$ cat src/rtl/gshare_predictor_if.sv
// Lookup/train bundle between the fetch pipeline and the gshare direction predictor.
// The pipeline side is the master; the predictor is the slave.
interface gshare_predictor_if #(
   parameter int IDX_W  = 5,
   parameter int HIST_W = 5
);
   logic [IDX_W-1:0]  rd_idx;
   logic              pred_taken;
   logic              pred_strong;
   logic [HIST_W-1:0] pred_hist;
   logic              busy;
   logic              upd_en;
   logic [IDX_W-1:0]  upd_idx;
   logic [HIST_W-1:0] upd_hist;
   logic              upd_taken;

   modport master (
      output rd_idx, upd_en, upd_idx, upd_hist, upd_taken,
      input  pred_taken, pred_strong, pred_hist, busy
   );

   modport slave (
      input  rd_idx, upd_en, upd_idx, upd_hist, upd_taken,
      output pred_taken, pred_strong, pred_hist, busy
   );
endinterface

$ cat src/rtl/gshare_predictor.sv
// Gshare/bimodal branch direction predictor: saturating-counter table, global history
// register and a post-reset sweep that clears every counter to weakly-not-taken.
module gshare_predictor #(
   parameter int IDX_W  = 5,
   parameter int CNT_W  = 2,
   parameter int HIST_W = 5,
   parameter bit GSHARE = 1'b1
) (
   input  logic                clk,
   input  logic                rst_n,
   gshare_predictor_if.slave   bus
);

   localparam int DEPTH = 1 << IDX_W;
   localparam logic [CNT_W-1:0] CNT_MAX  = {CNT_W{1'b1}};
   localparam logic [CNT_W-1:0] CNT_WNT  = {1'b0, {(CNT_W-1){1'b1}}};
   localparam logic [IDX_W-1:0] PTR_LAST = {IDX_W{1'b1}};

   typedef enum logic {
      S_INIT  = 1'b0,
      S_READY = 1'b1
   } state_t;

   state_t            state_q;
   state_t            state_d;
   logic [IDX_W-1:0]  ptr_q;
   logic [HIST_W-1:0] ghr_q;
   logic [HIST_W-1:0] ghr_next;
   logic [CNT_W-1:0]  mem [DEPTH];

   logic              busy;
   logic              sweep_we;
   logic              train_we;
   logic [IDX_W-1:0]  ridx;
   logic [IDX_W-1:0]  widx;
   logic [CNT_W-1:0]  rd_cnt;
   logic [CNT_W-1:0]  wr_cnt;
   logic [CNT_W-1:0]  cnt_next;

   // History is zero-extended into the low index bits before folding.
   function automatic logic [IDX_W-1:0] hash_idx(input logic [IDX_W-1:0]  pc_idx,
                                                 input logic [HIST_W-1:0] hist);
      logic [IDX_W-1:0] hist_ext;
      hist_ext = '0;
      hist_ext[HIST_W-1:0] = hist;
      return GSHARE ? (pc_idx ^ hist_ext) : pc_idx;
   endfunction

   function automatic logic [CNT_W-1:0] sat_step(input logic [CNT_W-1:0] cnt,
                                                 input logic             taken);
      logic [CNT_W-1:0] res;
      res = cnt;
      if (taken && (cnt != CNT_MAX)) begin
         res = cnt + 1'b1;
      end else if (!taken && (cnt != '0)) begin
         res = cnt - 1'b1;
      end
      return res;
   endfunction

   function automatic logic [HIST_W-1:0] shift_hist(input logic [HIST_W-1:0] hist,
                                                    input logic              taken);
      logic [HIST_W:0] wide;
      wide = {hist, taken};
      return wide[HIST_W-1:0];
   endfunction

   // FSM state register
   always_ff @(posedge clk) begin
      if (!rst_n) begin
         state_q <= S_INIT;
      end else begin
         state_q <= state_d;
      end
   end

   // FSM next-state logic: the sweep ends on the edge that writes the last entry
   always_comb begin
      state_d = state_q;
      case (state_q)
         S_INIT:  if (ptr_q == PTR_LAST) state_d = S_READY;
         S_READY: state_d = S_READY;
         default: state_d = S_INIT;
      endcase
   end

   // FSM outputs: the sweep and training share the single write port, never together
   always_comb begin
      busy     = 1'b0;
      sweep_we = 1'b0;
      train_we = 1'b0;
      case (state_q)
         S_INIT: begin
            busy     = 1'b1;
            sweep_we = rst_n;
         end
         S_READY: begin
            train_we = rst_n & bus.upd_en;
         end
         default: begin
            busy = 1'b1;
         end
      endcase
   end

   always_ff @(posedge clk) begin
      if (!rst_n) begin
         ptr_q <= '0;
      end else if (sweep_we) begin
         ptr_q <= ptr_q + 1'b1;
      end
   end

   // History only advances on resolved branches, so it never needs repair
   always_ff @(posedge clk) begin
      if (!rst_n) begin
         ghr_q <= '0;
      end else if (train_we) begin
         ghr_q <= ghr_next;
      end
   end

   always_comb begin
      ridx     = hash_idx(bus.rd_idx, ghr_q);
      widx     = hash_idx(bus.upd_idx, bus.upd_hist);
      rd_cnt   = mem[ridx];
      wr_cnt   = mem[widx];
      cnt_next = sat_step(wr_cnt, bus.upd_taken);
      ghr_next = shift_hist(ghr_q, bus.upd_taken);
   end

   // Counter table: no bypass, a lookup in the training cycle sees the old value
   always_ff @(posedge clk) begin
      if (sweep_we) begin
         mem[ptr_q] <= CNT_WNT;
      end else if (train_we) begin
         mem[widx] <= cnt_next;
      end
   end

   assign bus.busy        = busy;
   assign bus.pred_hist   = ghr_q;
   assign bus.pred_taken  = !busy && rd_cnt[CNT_W-1];
   assign bus.pred_strong = !busy && ((rd_cnt == '0) || (rd_cnt == CNT_MAX));

endmodule

$ cat src/flat_wrapper.sv
// flat-port wrapper written by rule: the top's interface ports become plain ports
module gshare_predictor_flat 
#(
   parameter int IDX_W  = 5,
   parameter int CNT_W  = 2,
   parameter int HIST_W = 5,
   parameter bit GSHARE = 1'b1
)
  (clk, rst_n, bus_rd_idx, bus_upd_en, bus_upd_idx, bus_upd_hist, bus_upd_taken, bus_pred_taken, bus_pred_strong, bus_pred_hist, bus_busy);
  gshare_predictor_if #(.IDX_W(IDX_W), .HIST_W(HIST_W)) bus_i ();
  input  logic clk;
  input  logic rst_n;
  input wire logic [$bits(bus_i.rd_idx)-1:0] bus_rd_idx;
  input wire logic [$bits(bus_i.upd_en)-1:0] bus_upd_en;
  input wire logic [$bits(bus_i.upd_idx)-1:0] bus_upd_idx;
  input wire logic [$bits(bus_i.upd_hist)-1:0] bus_upd_hist;
  input wire logic [$bits(bus_i.upd_taken)-1:0] bus_upd_taken;
  output wire logic [$bits(bus_i.pred_taken)-1:0] bus_pred_taken;
  output wire logic [$bits(bus_i.pred_strong)-1:0] bus_pred_strong;
  output wire logic [$bits(bus_i.pred_hist)-1:0] bus_pred_hist;
  output wire logic [$bits(bus_i.busy)-1:0] bus_busy;
  assign bus_i.rd_idx = bus_rd_idx;
  assign bus_i.upd_en = bus_upd_en;
  assign bus_i.upd_idx = bus_upd_idx;
  assign bus_i.upd_hist = bus_upd_hist;
  assign bus_i.upd_taken = bus_upd_taken;
  assign bus_pred_taken = bus_i.pred_taken;
  assign bus_pred_strong = bus_i.pred_strong;
  assign bus_pred_hist = bus_i.pred_hist;
  assign bus_busy = bus_i.busy;
  gshare_predictor #(.IDX_W(IDX_W), .CNT_W(CNT_W), .HIST_W(HIST_W), .GSHARE(GSHARE)) u_core (.clk(clk), .rst_n(rst_n), .bus(bus_i));
endmodule
$ cat config.mk
export PLATFORM = sky130hd
export DESIGN_NAME = gshare_predictor_flat
export DESIGN_NICKNAME = d
export VERILOG_FILES = /design/src/rtl/gshare_predictor_if.sv /design/src/rtl/gshare_predictor.sv /design/src/flat_wrapper.sv
export SDC_FILE = /design/constraint.sdc
export NUM_CORES = 1
export LEC_CHECK = 0
export CORE_MARGIN = 2
export CORE_UTILIZATION = 57
export CTS_CLUSTER_SIZE = 24
export DETAILED_ROUTE_END_ITERATION = 16
export DONT_BUFFER_PORTS = 1
export PLACE_DENSITY = 0.72
export SYNTH_ARGS = -nofsm -noshare
export SYNTH_HDL_FRONTEND = slang
export SYNTH_SLANG_ARGS = --single-unit
$ cat constraint.sdc
create_clock -name clk -period 4.1 [get_ports clk]
set_input_delay 0.41 -clock clk [delete_from_list [all_inputs] [get_ports clk]]
set_output_delay 0.41 -clock clk [all_outputs]
set_load 0.05 [all_outputs]
* Word-level counts from Yosys, hierarchy flattened
Memory sizes are Yosys's and may differ from the RTL's. Index checks and enable logic that the tools add are counted.
Word-level totals: memories 1, bits in writable memories 64, output and inout bits 8, logic and storage cells 38, register bits after elaboration 11, input bits 19
Cells by class: bitwise logic cells 4, $add $sub $neg 3, reductions and logical operators 9, multiplexer cells 15, equality and inequality tests 3
Memory list:
- u_core.mem | words 32, width 2, read ports 2, clocked after memory_dff 0, write ports 1, line gshare_predictor.sv:29 | logic [CNT_W-1:0] mem [DEPTH];
Operators by type and width (count):
- two-way mux 1 bit | 10
- bitwise XOR 5 bit | 2
- two-way mux 2 bit | 3
- adder 5 x 1 -> 5 bit (second input constant) | 1
- equality test 5 bit (second input constant) | 1
- two-way mux 5 bit | 1
- logical AND 1 bit | 4
- adder 2 x 1 -> 2 bit (second input constant) | 1
- equality test 2 bit (second input constant) | 1
- zero test 2 bit | 1
- inequality test 2 bit (second input constant) | 1
- case mux 1 bit (2 select lines) | 1
- nonzero test 2 bit | 1
- OR reduction 2 bit | 1
- subtractor 2 x 1 -> 2 bit (second input constant) | 1
- AND 1 bit | 1
- zero test 1 bit | 1
- logical OR 1 bit | 1
- NOT 1 bit | 1

* Longest topological paths before layout
Gate-level depths: netlist of the first run.
depth after elaboration 7, gate-level depth with buffers 10, depth with buffers taken out 9

* Worst setup path after synthesis of the first run
Ideal clock, no wire load.
path type input -> register, start point in bus_upd_hist[4], end point mem u_core.mem[0][1], data pin, stages 10, path buffers 1, setup time 0.373 ns, required time 3.727 ns, setup slack 0.501 ns, arrival 3.226 ns, path through xnor2_1 -> buf_4 -> mux4_1 -> mux2i_1 -> mux4_2 -> inv_1 -> ha_1 -> nor3_1 -> a31oi_1 -> o2bb2ai_1
On the way: word-level cells in the longest chain between the ends 7, elaborated cells on any way between the ends 11, classes of those cells add/sub: 2; eq/ne: 1; mux: 3; bitwise: 1; reduce/logical: 3; memory: 1
Ends and longest elaborated chain:
- from (decl) | line flat_wrapper.sv:16 | input wire logic [$bits(bus_i.upd_hist)-1:0] bus_upd_hist;
- bitwise XOR 5 bit (*) | line gshare_predictor.sv:46 | return GSHARE ? (pc_idx ^ hist_ext) : pc_idx;
- memory read (32 x 2 bit) (*)
- branches (longest 3 deep; another with subtractor 2 x 1 -> 2 bit)
- two-way mux 2 bit (*) | line gshare_predictor.sv:53 | if (taken && (cnt != CNT_MAX)) begin
- two-way mux 2 bit (no line) (*)
- to (decl) | line gshare_predictor.sv:29
Every way passes the cells marked *.

* Worst setup path in the final report of the first run
start point reg u_core.ghr_q[0] (netlist: u_core.bus.pred_hist[0]), end point out bus_pred_strong
On the way: word-level cells in the longest chain between the ends 5, elaborated cells on any way between the ends 6, classes of those cells eq/ne: 1; bitwise: 1; reduce/logical: 3; memory: 1
Ends and longest elaborated chain:
- from (decl) | line gshare_predictor.sv:27 | logic [HIST_W-1:0] ghr_q;
- from (signal assigned) | line gshare_predictor.sv:119 | ghr_q <= ghr_next;
- bitwise XOR 5 bit (*) | line gshare_predictor.sv:46
- memory read (32 x 2 bit) (*)
- equality test 2 bit or zero test 2 bit (tied branches) | line gshare_predictor.sv:144 | assign bus.pred_strong = !busy && ((rd_cnt == '0) || (rd_cnt == CNT_MAX));
- logical OR 1 bit (*) | line gshare_predictor.sv:144
- logical AND 1 bit (*) | line gshare_predictor.sv:144
- to (decl) | line flat_wrapper.sv:19 | output wire logic [$bits(bus_i.pred_strong)-1:0] bus_pred_strong;
Every way passes the cells marked *; elsewhere a longest branch is shown, timed or not.

==> results_tabular.tex, run 1 <==
\begin{tabular}{lr}
\hline
Metric & Value \\
\hline
\multicolumn{2}{l}{\textbf{Setup path}} \\
\quad Critical path startpoint category & register \\
\quad Data required time of the worst path & 3.69 ns \\
\quad Critical path fanouts, max & 9 \\
\quad Kind of capture point of the worst setup path & output port \\
\quad Arrival time at the worst endpoint & 3.22 ns \\
\quad Classification of the worst setup path & register to output port \\
\multicolumn{2}{l}{\textbf{Placement}} \\
\quad Post-DP Area & 4220 sq um \\
\quad Port Buffer Count & 0 \\
\quad Post-placement worst setup slack & 0.146 ns \\
\quad Placed wire-length estimate & 6.04 mm \\
\quad Last weighted congestion value of the routability-driven placer & 0.829 \\
\multicolumn{2}{l}{\textbf{Detailed routing}} \\
\quad Detailed-route wire length & 8.68 mm \\
\quad Number of DRC violations after detailed routing & 0 \\
\quad Average wire per cell in the routed design & 22.8 um \\
\quad DR vias & 2482 \\
\quad Post-detailed-route count of antenna-violating nets & 0 \\
\quad Detailed-router iteration count before antenna repair & 5 \\
\quad Number of violations reported at the end of detailed-routing iteration 0 & 154 \\
\quad Vias per cell & 6.53 \\
\multicolumn{2}{l}{\textbf{Cells and area}} \\
\quad Fill count & 502 \\
\quad Synthesis-to-finish area growth & 8.85\% \\
\quad Total inserted antenna cells & 0 \\
\quad Area of all placed cells without fillers & 4430 sq um \\
\quad Ratio of cells with drive above 1 in the final layout & 0.190 \\
\quad Post-layout util & 0.645 \\
\quad Final-stage net count & 302 \\
\multicolumn{2}{l}{\textbf{Clocking}} \\
\quad TritonCTS clock tree & yes \\
\quad Total setup buffers inserted after CTS & 0 \\
\quad Inserted Clock Buffers & 9 \\
\quad Clk sink count & 75 \\
\quad Number of buffers inserted by hold repair at cts & 0 \\
\quad Number of levels the H-tree was split into & 3 \\
\quad Clock Latency Late Sink & 0.36 ns \\
\quad Buffer depth of the longest clock path & 2 \\
\quad Clock tree root driver cell & clkbuf\_8 \\
\quad Resized Gates After CTS & 0 \\
\quad Clock edge transition at the registers on the reported setup and hold paths & 0.08 ns \\
\multicolumn{2}{l}{\textbf{Timing}} \\
\quad Final setup margin & 0.466 ns \\
\quad Pin slew with the least headroom to its limit & 1.26 ns \\
\quad Fmax & 275 MHz \\
\quad Final count of pins violating max slew & 0 \\
\quad RSZ-0062 raised after global routing & false \\
\quad Worst relative slew slack & 0.156 \\
\quad Final critical-path required period & 3.63 ns \\
\quad Clock tree skew after final layout & 0.00904 ns \\
\quad Final hold vios & 0 \\
\quad Portion of the clock cycle consumed by the worst path in the final layout & 0.886 \\
\quad Final setup violation count & 0 \\
\quad Worst hold slack after final layout & 0.165 ns \\
\quad Setup TNS & 0 ns \\
\multicolumn{2}{l}{\textbf{Power and ir drop}} \\
\quad Power spent charging and discharging nets & 0.358 mW \\
\quad Cell-internal power & 1.23 mW \\
\quad Maximum resistive drop on vdd & 0.000223 V \\
\quad Fraction of power consumed by combinational cells & 0.090 \\
\quad Power density over the cells & 358 nW/um\^{}2 \\
\quad Leakage component of the power & 1.54 nW \\
\quad Share of power burned in the clock network & 0.392 \\
\quad Share of total power in sequential cells & 0.519 \\
\quad Switching share of power & 0.225 \\
\multicolumn{2}{l}{\textbf{Global routing}} \\
\quad First-pass GRT wire length & 13.0 mm \\
\quad Number of global-route vias before repair & 2348 \\
\quad Overall routing resource usage & 0.238 \\
\quad Initial antenna violation count & 0 \\
\quad Maximum number of pins on one net before global-route repair & 33 \\
\quad Global route overflow & 0 \\
\multicolumn{2}{l}{\textbf{Die}} \\
\quad Number of primary I/O pins & 27 \\
\quad Vertical die dimension & 88.5 um \\
\quad Die area & 7840 sq um \\
\quad \# rows & 30 \\
\quad Initial Util & 0.593 \\
\quad Core area & 6870 sq um \\
\quad Width of the chip & 88.5 um \\
\multicolumn{2}{l}{\textbf{Synthesis}} \\
\quad Area share of the largest cell type after synthesis & 0.472 \\
\quad Number of nets in the synthesized netlist & 289 \\
\quad Total number of yosys warnings & 0 \\
\quad Synth top cells by count & 64 x edfxtp\_1, 37 x nor2\_1, 21 x mux4\_1, 18 x nand2\_1 \\
\quad Synth Instances & 266 \\
\quad Top-count cell post-synth & edfxtp\_1 \\
\quad Top flip-flop cell by instance count after synthesis & edfxtp\_1 \\
\quad Synthesis-stage register bit count & 75 \\
\quad Share of synthesized flip-flops with an asynchronous set or reset & 0 \\
\quad Largest area contributor in the netlist & edfxtp\_1 \\
\quad Number of enable flip-flop cells after synthesis & 64 \\
\quad Cell area after synthesis & 4070 sq um \\
\quad Avg Cell Area, Syn & 15.3 sq um \\
\quad Number of different library cells in the post-synthesis netlist & 43 \\
\quad Sequential-to-total area share from yosys stat & 0.526 \\
\quad Dominant cells by area after synthesis & edfxtp\_1 47\%, mux4\_1 14\%, mux4\_2 7.7\% \\
\multicolumn{2}{l}{\textbf{Hold path}} \\
\quad Type of the most critical hold path & input port to register \\
\multicolumn{2}{l}{\textbf{Run}} \\
\quad Max-capacitance violation count & 0 \\
\multicolumn{2}{l}{\textbf{Run status}} \\
\quad Run status & finished clean \\
\hline
\end{tabular}
[cell usage in the layout, fill, tap and decap left out, drive strengths merged]
| cell | netlist | final |
|---|---|---|
| edfxtp | 64 | 64 |
| nor2 | 37 | 37 |
| mux4 | 35 | 35 |
| nand2 | 18 | 18 |
| mux2i | 14 | 14 |
| nand3 | 12 | 12 |
| buf | 7 | 11 |
| dfxtp | 11 | 11 |
| clkbuf | 2 | 10 |
| xnor2 | 9 | 9 |
| xor2 | 7 | 7 |
| and2 | 5 | 5 |
| a21boi | 5 | 5 |
| o21ai | 5 | 5 |
| inv | 4 | 5 |
| o21a | 4 | 4 |
| ha | 4 | 4 |
| nor3b | 4 | 4 |
| nor3 | 3 | 3 |
| and3 | 2 | 2 |
| o21bai | 2 | 2 |
| nor2b | 2 | 2 |
| bufinv | 0 | 2 |
| clkinv | 0 | 2 |
| a21oi | 1 | 1 |
| and3b | 1 | 1 |
| o22ai | 1 | 1 |
| nand3b | 1 | 1 |
| a31oi | 1 | 1 |
| o2bb2ai | 1 | 1 |
| a2111oi | 1 | 1 |
| nand2b | 1 | 1 |
| o21ba | 1 | 1 |
| a22oi | 1 | 1 |
| clkinvlp | 0 | 1 |
[worst paths after layout]
check	startpoint	end	slack (ns)	cells past startpoint
setup / recovery	u_core.bus.pred_hist[0]	bus_pred_strong	0.47	9
hold / removal	rst_n	u_core.state_q	0.16	1
setup reg to reg	u_core.mem[31][0]	u_core.mem[21][1]	0.69	8
hold reg to reg	u_core.ptr_q[4]	u_core.ptr_q[4]	0.58	2
[critical path, cell delays in order (launching register included)]
cell	delay (ns)
dfxtp_1	0.38
xor2_2	0.65
buf_4	0.28
mux4_2	0.53
o21ba_1	0.21
a22oi_1	0.30
nand3_4	0.10
xnor2_1	0.13
nor2_1	0.08
buf_4	0.20
[stage by stage]
stage               power, mW  instances
floorplan               0.956        266
global placement        0.980        364
detailed placement      0.983        364
CTS                      1.59        380
global route             1.64        380
finish                   1.59        380
[cell families (layout without fill, tap and decap cells)]
| group | after synthesis | in the layout | synth area share |
|---|---|---|---|
| compound gates | 23 | 23 | 0.0409 |
| xor+xnor | 16 | 16 | 0.0510 |
| fa+ha+maj | 4 | 4 | 0.0123 |
| buf+inv | 13 | 31 | 0.0206 |
| flops | 75 | 75 | 0.526 |
| mux | 49 | 49 | 0.247 |
| simple gates | 86 | 86 | 0.102 |
[registers in the layout, summed over array words and instances, names as in the netlist]
name                  flops
u_core.bus.pred_hist      5
u_core.state_q            1
u_core.mem               64
u_core.ptr_q              5
[cell type report]
class	count	area, sq um	share of cell area
inverters	4	15.0	0.00339
multi-input cells	178	1860	0.419
clock inverters	6	88.8	0.0200
flip-flops and latches	75	2140	0.483
repair buffers	11	82.6	0.0186
clock buffers	10	128	0.0288
well taps	96	120	0.0271
[power groups by stage]
stage	registers, mW	logic, mW	clock network, mW
3_3_place_gp	0.842	0.139	0
4_1_cts	0.824	0.142	0.627
5_1_grt	0.825	0.152	0.658
3_5_place_dp	0.842	0.141	0
2_1_floorplan	0.840	0.115	0
6_report	0.824	0.142	0.622
[metal layers]
metal	GRT usage	wire, um	vias to the layer above
met3	0.0718	645	24
met5	0	0	-
li1	-	-	1078
met1	0.332	3790	1258
met2	0.352	3960	122
met4	0.103	276	0
(Power assumes the default switching activity.)
==> run 2: changes to the inputs <==
--- a/config.mk
+++ b/config.mk
@@ -7,10 +7,12 @@
 export LEC_CHECK = 0
 export CORE_MARGIN = 2
 export CORE_UTILIZATION = 57
+export CTS_BUF_LIST = sky130_fd_sc_hd__clkbuf_8 sky130_fd_sc_hd__clkbuf_16
 export CTS_CLUSTER_SIZE = 24
 export DETAILED_ROUTE_END_ITERATION = 16
 export DONT_BUFFER_PORTS = 1
 export PLACE_DENSITY = 0.72
+export RECOVER_POWER = 100
 export SYNTH_ARGS = -nofsm -noshare
 export SYNTH_HDL_FRONTEND = slang
 export SYNTH_SLANG_ARGS = --single-unit
==> run 2 against run 1 <==
Effect of this change:
- register-to-register slack got worse by 0.05 ns
- maximum frequency fell by 1.7%
- setup slack got worse by 0.063 ns
- via count fell by 0.24%
- clock skew barely moved
- worst hold slack improved by 0.0072 ns
- final cell count did not move
- non-clock buffer count did not move
- combinational power barely moved
- first-iteration DRC count did not move
- sequential share of layout area rose by 0.12 points
- largest cell class unchanged
- highest routed layer unchanged
==> results_tabular.tex, run 2 (synthesis gave the netlist of run 1 again) <==
\begin{tabular}{lr}
\hline
Metric & Value \\
\hline
\multicolumn{2}{l}{\textbf{Run status}} \\
\quad Run status & finished clean \\
\multicolumn{2}{l}{\textbf{Run}} \\
\quad Max-capacitance violation count & 0 \\
\multicolumn{2}{l}{\textbf{Cells and area}} \\
\quad Area of all placed cells without fillers & 4420 sq um \\
\quad Most used cells in the layout excluding fill and tap cells & 64 x edfxtp\_1, 37 x nor2\_1, 21 x mux4\_1 \\
\quad Ratio of cells with drive above 1 in the final layout & 0.173 \\
\quad Largest reg by FF count & u\_core.mem \\
\quad Final-stage net count & 302 \\
\quad Post-layout util & 0.644 \\
\quad Total inserted antenna cells & 0 \\
\quad Flip-flop count of the largest register after layout & 64 \\
\quad Synthesis-to-finish area growth & 8.57\% \\
\quad Most frequent standard cell in the layout excluding fill and tap cells & edfxtp\_1 \\
\multicolumn{2}{l}{\textbf{Clocking}} \\
\quad Clock tree root driver cell & clkbuf\_8 \\
\quad Buffer depth of the longest clock path & 2 \\
\quad TritonCTS clock tree & yes \\
\quad Total setup buffers inserted after CTS & 0 \\
\quad Resized Gates After CTS & 0 \\
\quad Clock edge transition at the registers on the reported setup and hold paths & 0.08 ns \\
\quad Number of levels the H-tree was split into & 3 \\
\quad Clock Latency Late Sink & 0.35 ns \\
\quad Clk sink count & 75 \\
\quad Inserted Clock Buffers & 9 \\
\quad Number of buffers inserted by hold repair at cts & 0 \\
\multicolumn{2}{l}{\textbf{Die}} \\
\quad Vertical die dimension & 88.5 um \\
\quad Die area & 7840 sq um \\
\quad Initial Util & 0.593 \\
\quad Width of the chip & 88.5 um \\
\quad \# rows & 30 \\
\quad Core area & 6870 sq um \\
\quad Number of primary I/O pins & 27 \\
\multicolumn{2}{l}{\textbf{Detailed routing}} \\
\quad Vias per cell & 6.52 \\
\quad Detailed-router iteration count before antenna repair & 5 \\
\quad Post-detailed-route count of antenna-violating nets & 0 \\
\quad Number of DRC violations after detailed routing & 0 \\
\quad Number of violations reported at the end of detailed-routing iteration 0 & 154 \\
\quad Average wire per cell in the routed design & 22.5 um \\
\quad Detailed-route wire length & 8.55 mm \\
\quad DR vias & 2476 \\
\multicolumn{2}{l}{\textbf{Hold path}} \\
\quad Type of the most critical hold path & input port to register \\
\quad Hold Path Origin & rst\_n \\
\multicolumn{2}{l}{\textbf{Timing}} \\
\quad Setup TNS & 0 ns \\
\quad Final hold vios & 0 \\
\quad RSZ-0062 raised after global routing & false \\
\quad Fmax & 270 MHz \\
\quad Clock tree skew after final layout & 0.00888 ns \\
\quad Pin slew with the least headroom to its limit & 1.37 ns \\
\quad Portion of the clock cycle consumed by the worst path in the final layout & 0.902 \\
\quad Final count of pins violating max slew & 0 \\
\quad Final setup violation count & 0 \\
\quad Final critical-path required period & 3.70 ns \\
\quad Worst relative slew slack & 0.0737 \\
\multicolumn{2}{l}{\textbf{Global routing}} \\
\quad Maximum number of pins on one net before global-route repair & 33 \\
\quad Overall routing resource usage & 0.238 \\
\quad Global route overflow & 0 \\
\quad First-pass GRT wire length & 13.0 mm \\
\quad Number of global-route vias before repair & 2348 \\
\quad Initial antenna violation count & 0 \\
\multicolumn{2}{l}{\textbf{Setup path}} \\
\quad Arrival time at the worst endpoint & 3.29 ns \\
\quad Master of the slowest instance on the critical path & xor2\_2 \\
\quad Kind of capture point of the worst setup path & output port \\
\quad Data required time of the worst path & 3.69 ns \\
\quad CP startpoint & u\_core.bus.pred\_hist[0] \\
\quad Setup slack of the worst register-to-register path & 0.64 ns \\
\quad List of cells traversed by the critical path & xor2\_2, clkbuf\_1, mux4\_2, o21ba\_1, a22oi\_1, nand3\_4, xnor2\_1, nor2\_1, buf\_4 \\
\quad Kind of cell adding the most delay to the critical path & XOR/XNOR gates \\
\quad Critical path fanouts, max & 9 \\
\quad Worst Path Buf+Inv & 2 \\
\quad Classification of the worst setup path & register to output port \\
\quad Critical path startpoint category & register \\
\quad Largest stage delay, worst path & 0.63 ns \\
\quad Launching point of the worst reg2reg path & u\_core.mem[31][0] \\
\multicolumn{2}{l}{\textbf{Power and ir drop}} \\
\quad Leakage component of the power & 1.53 nW \\
\quad Maximum resistive drop on vdd & 0.000222 V \\
\quad Power density over the cells & 358 nW/um\^{}2 \\
\multicolumn{2}{l}{\textbf{Placement}} \\
\quad Port Buffer Count & 0 \\
\quad Placed wire-length estimate & 6.04 mm \\
\quad Post-DP Area & 4220 sq um \\
\quad Last weighted congestion value of the routability-driven placer & 0.829 \\
\hline
\end{tabular}
[run 2: cell count changes in the layout (fill, tap and decap cells not counted), moves of 3 or more]
cell      before  now
a21boi_0       0    5
a21boi_1       5    0
and2_0         0    3
and2_1         5    2
buf_4         11    8
inv_1          2    5
[run 2: through the flow]
step | instances | hold WS (ns) | setup slack, ns | total power [mW]
2_1_floorplan | 266 | 0.513 | 0.501 | 0.956
3_3_place_gp | 364 | 0.533 | 0.298 | 0.980
3_5_place_dp | 364 | 0.534 | 0.146 | 0.983
4_1_cts | 380 | 0.162 | 0.477 | 1.59
5_1_grt | 380 | 0.152 | 0.165 | 1.63
6_report | 380 | 0.172 | 0.403 | 1.58
[run 2: power breakdown]
group	internal (mW)	switching [mW]
logic	0.0663	0.0745
registers	0.820	0.00410
clock network	0.341	0.276
total	1.23	0.354
[run 2: layout make-up]
cell class	count	area, sq um
inverters	4	15.0
clock buffers	9	124
flip-flops and latches	75	2140
well taps	96	120
clock inverters	7	92.6
fillers	507	2450
repair buffers	11	71.3
multi-input cells	178	1860
[run 2: layer usage]
metal | track usage | part of all wire
met1 | 0.332 | 0.43
met2 | 0.352 | 0.46
met3 | 0.0718 | 0.079
met4 | 0.103 | 0.027
met5 | 0 | 0
[run 2: worst paths after layout]
| kind | end | depth (start not counted) |
|---|---|---|
| max | bus_pred_strong | 9 |
| min | u_core.state_q | 1 |
| max reg2reg | u_core.mem[28][0] | 9 |
| min reg2reg | u_core.ptr_q[4] | 2 |
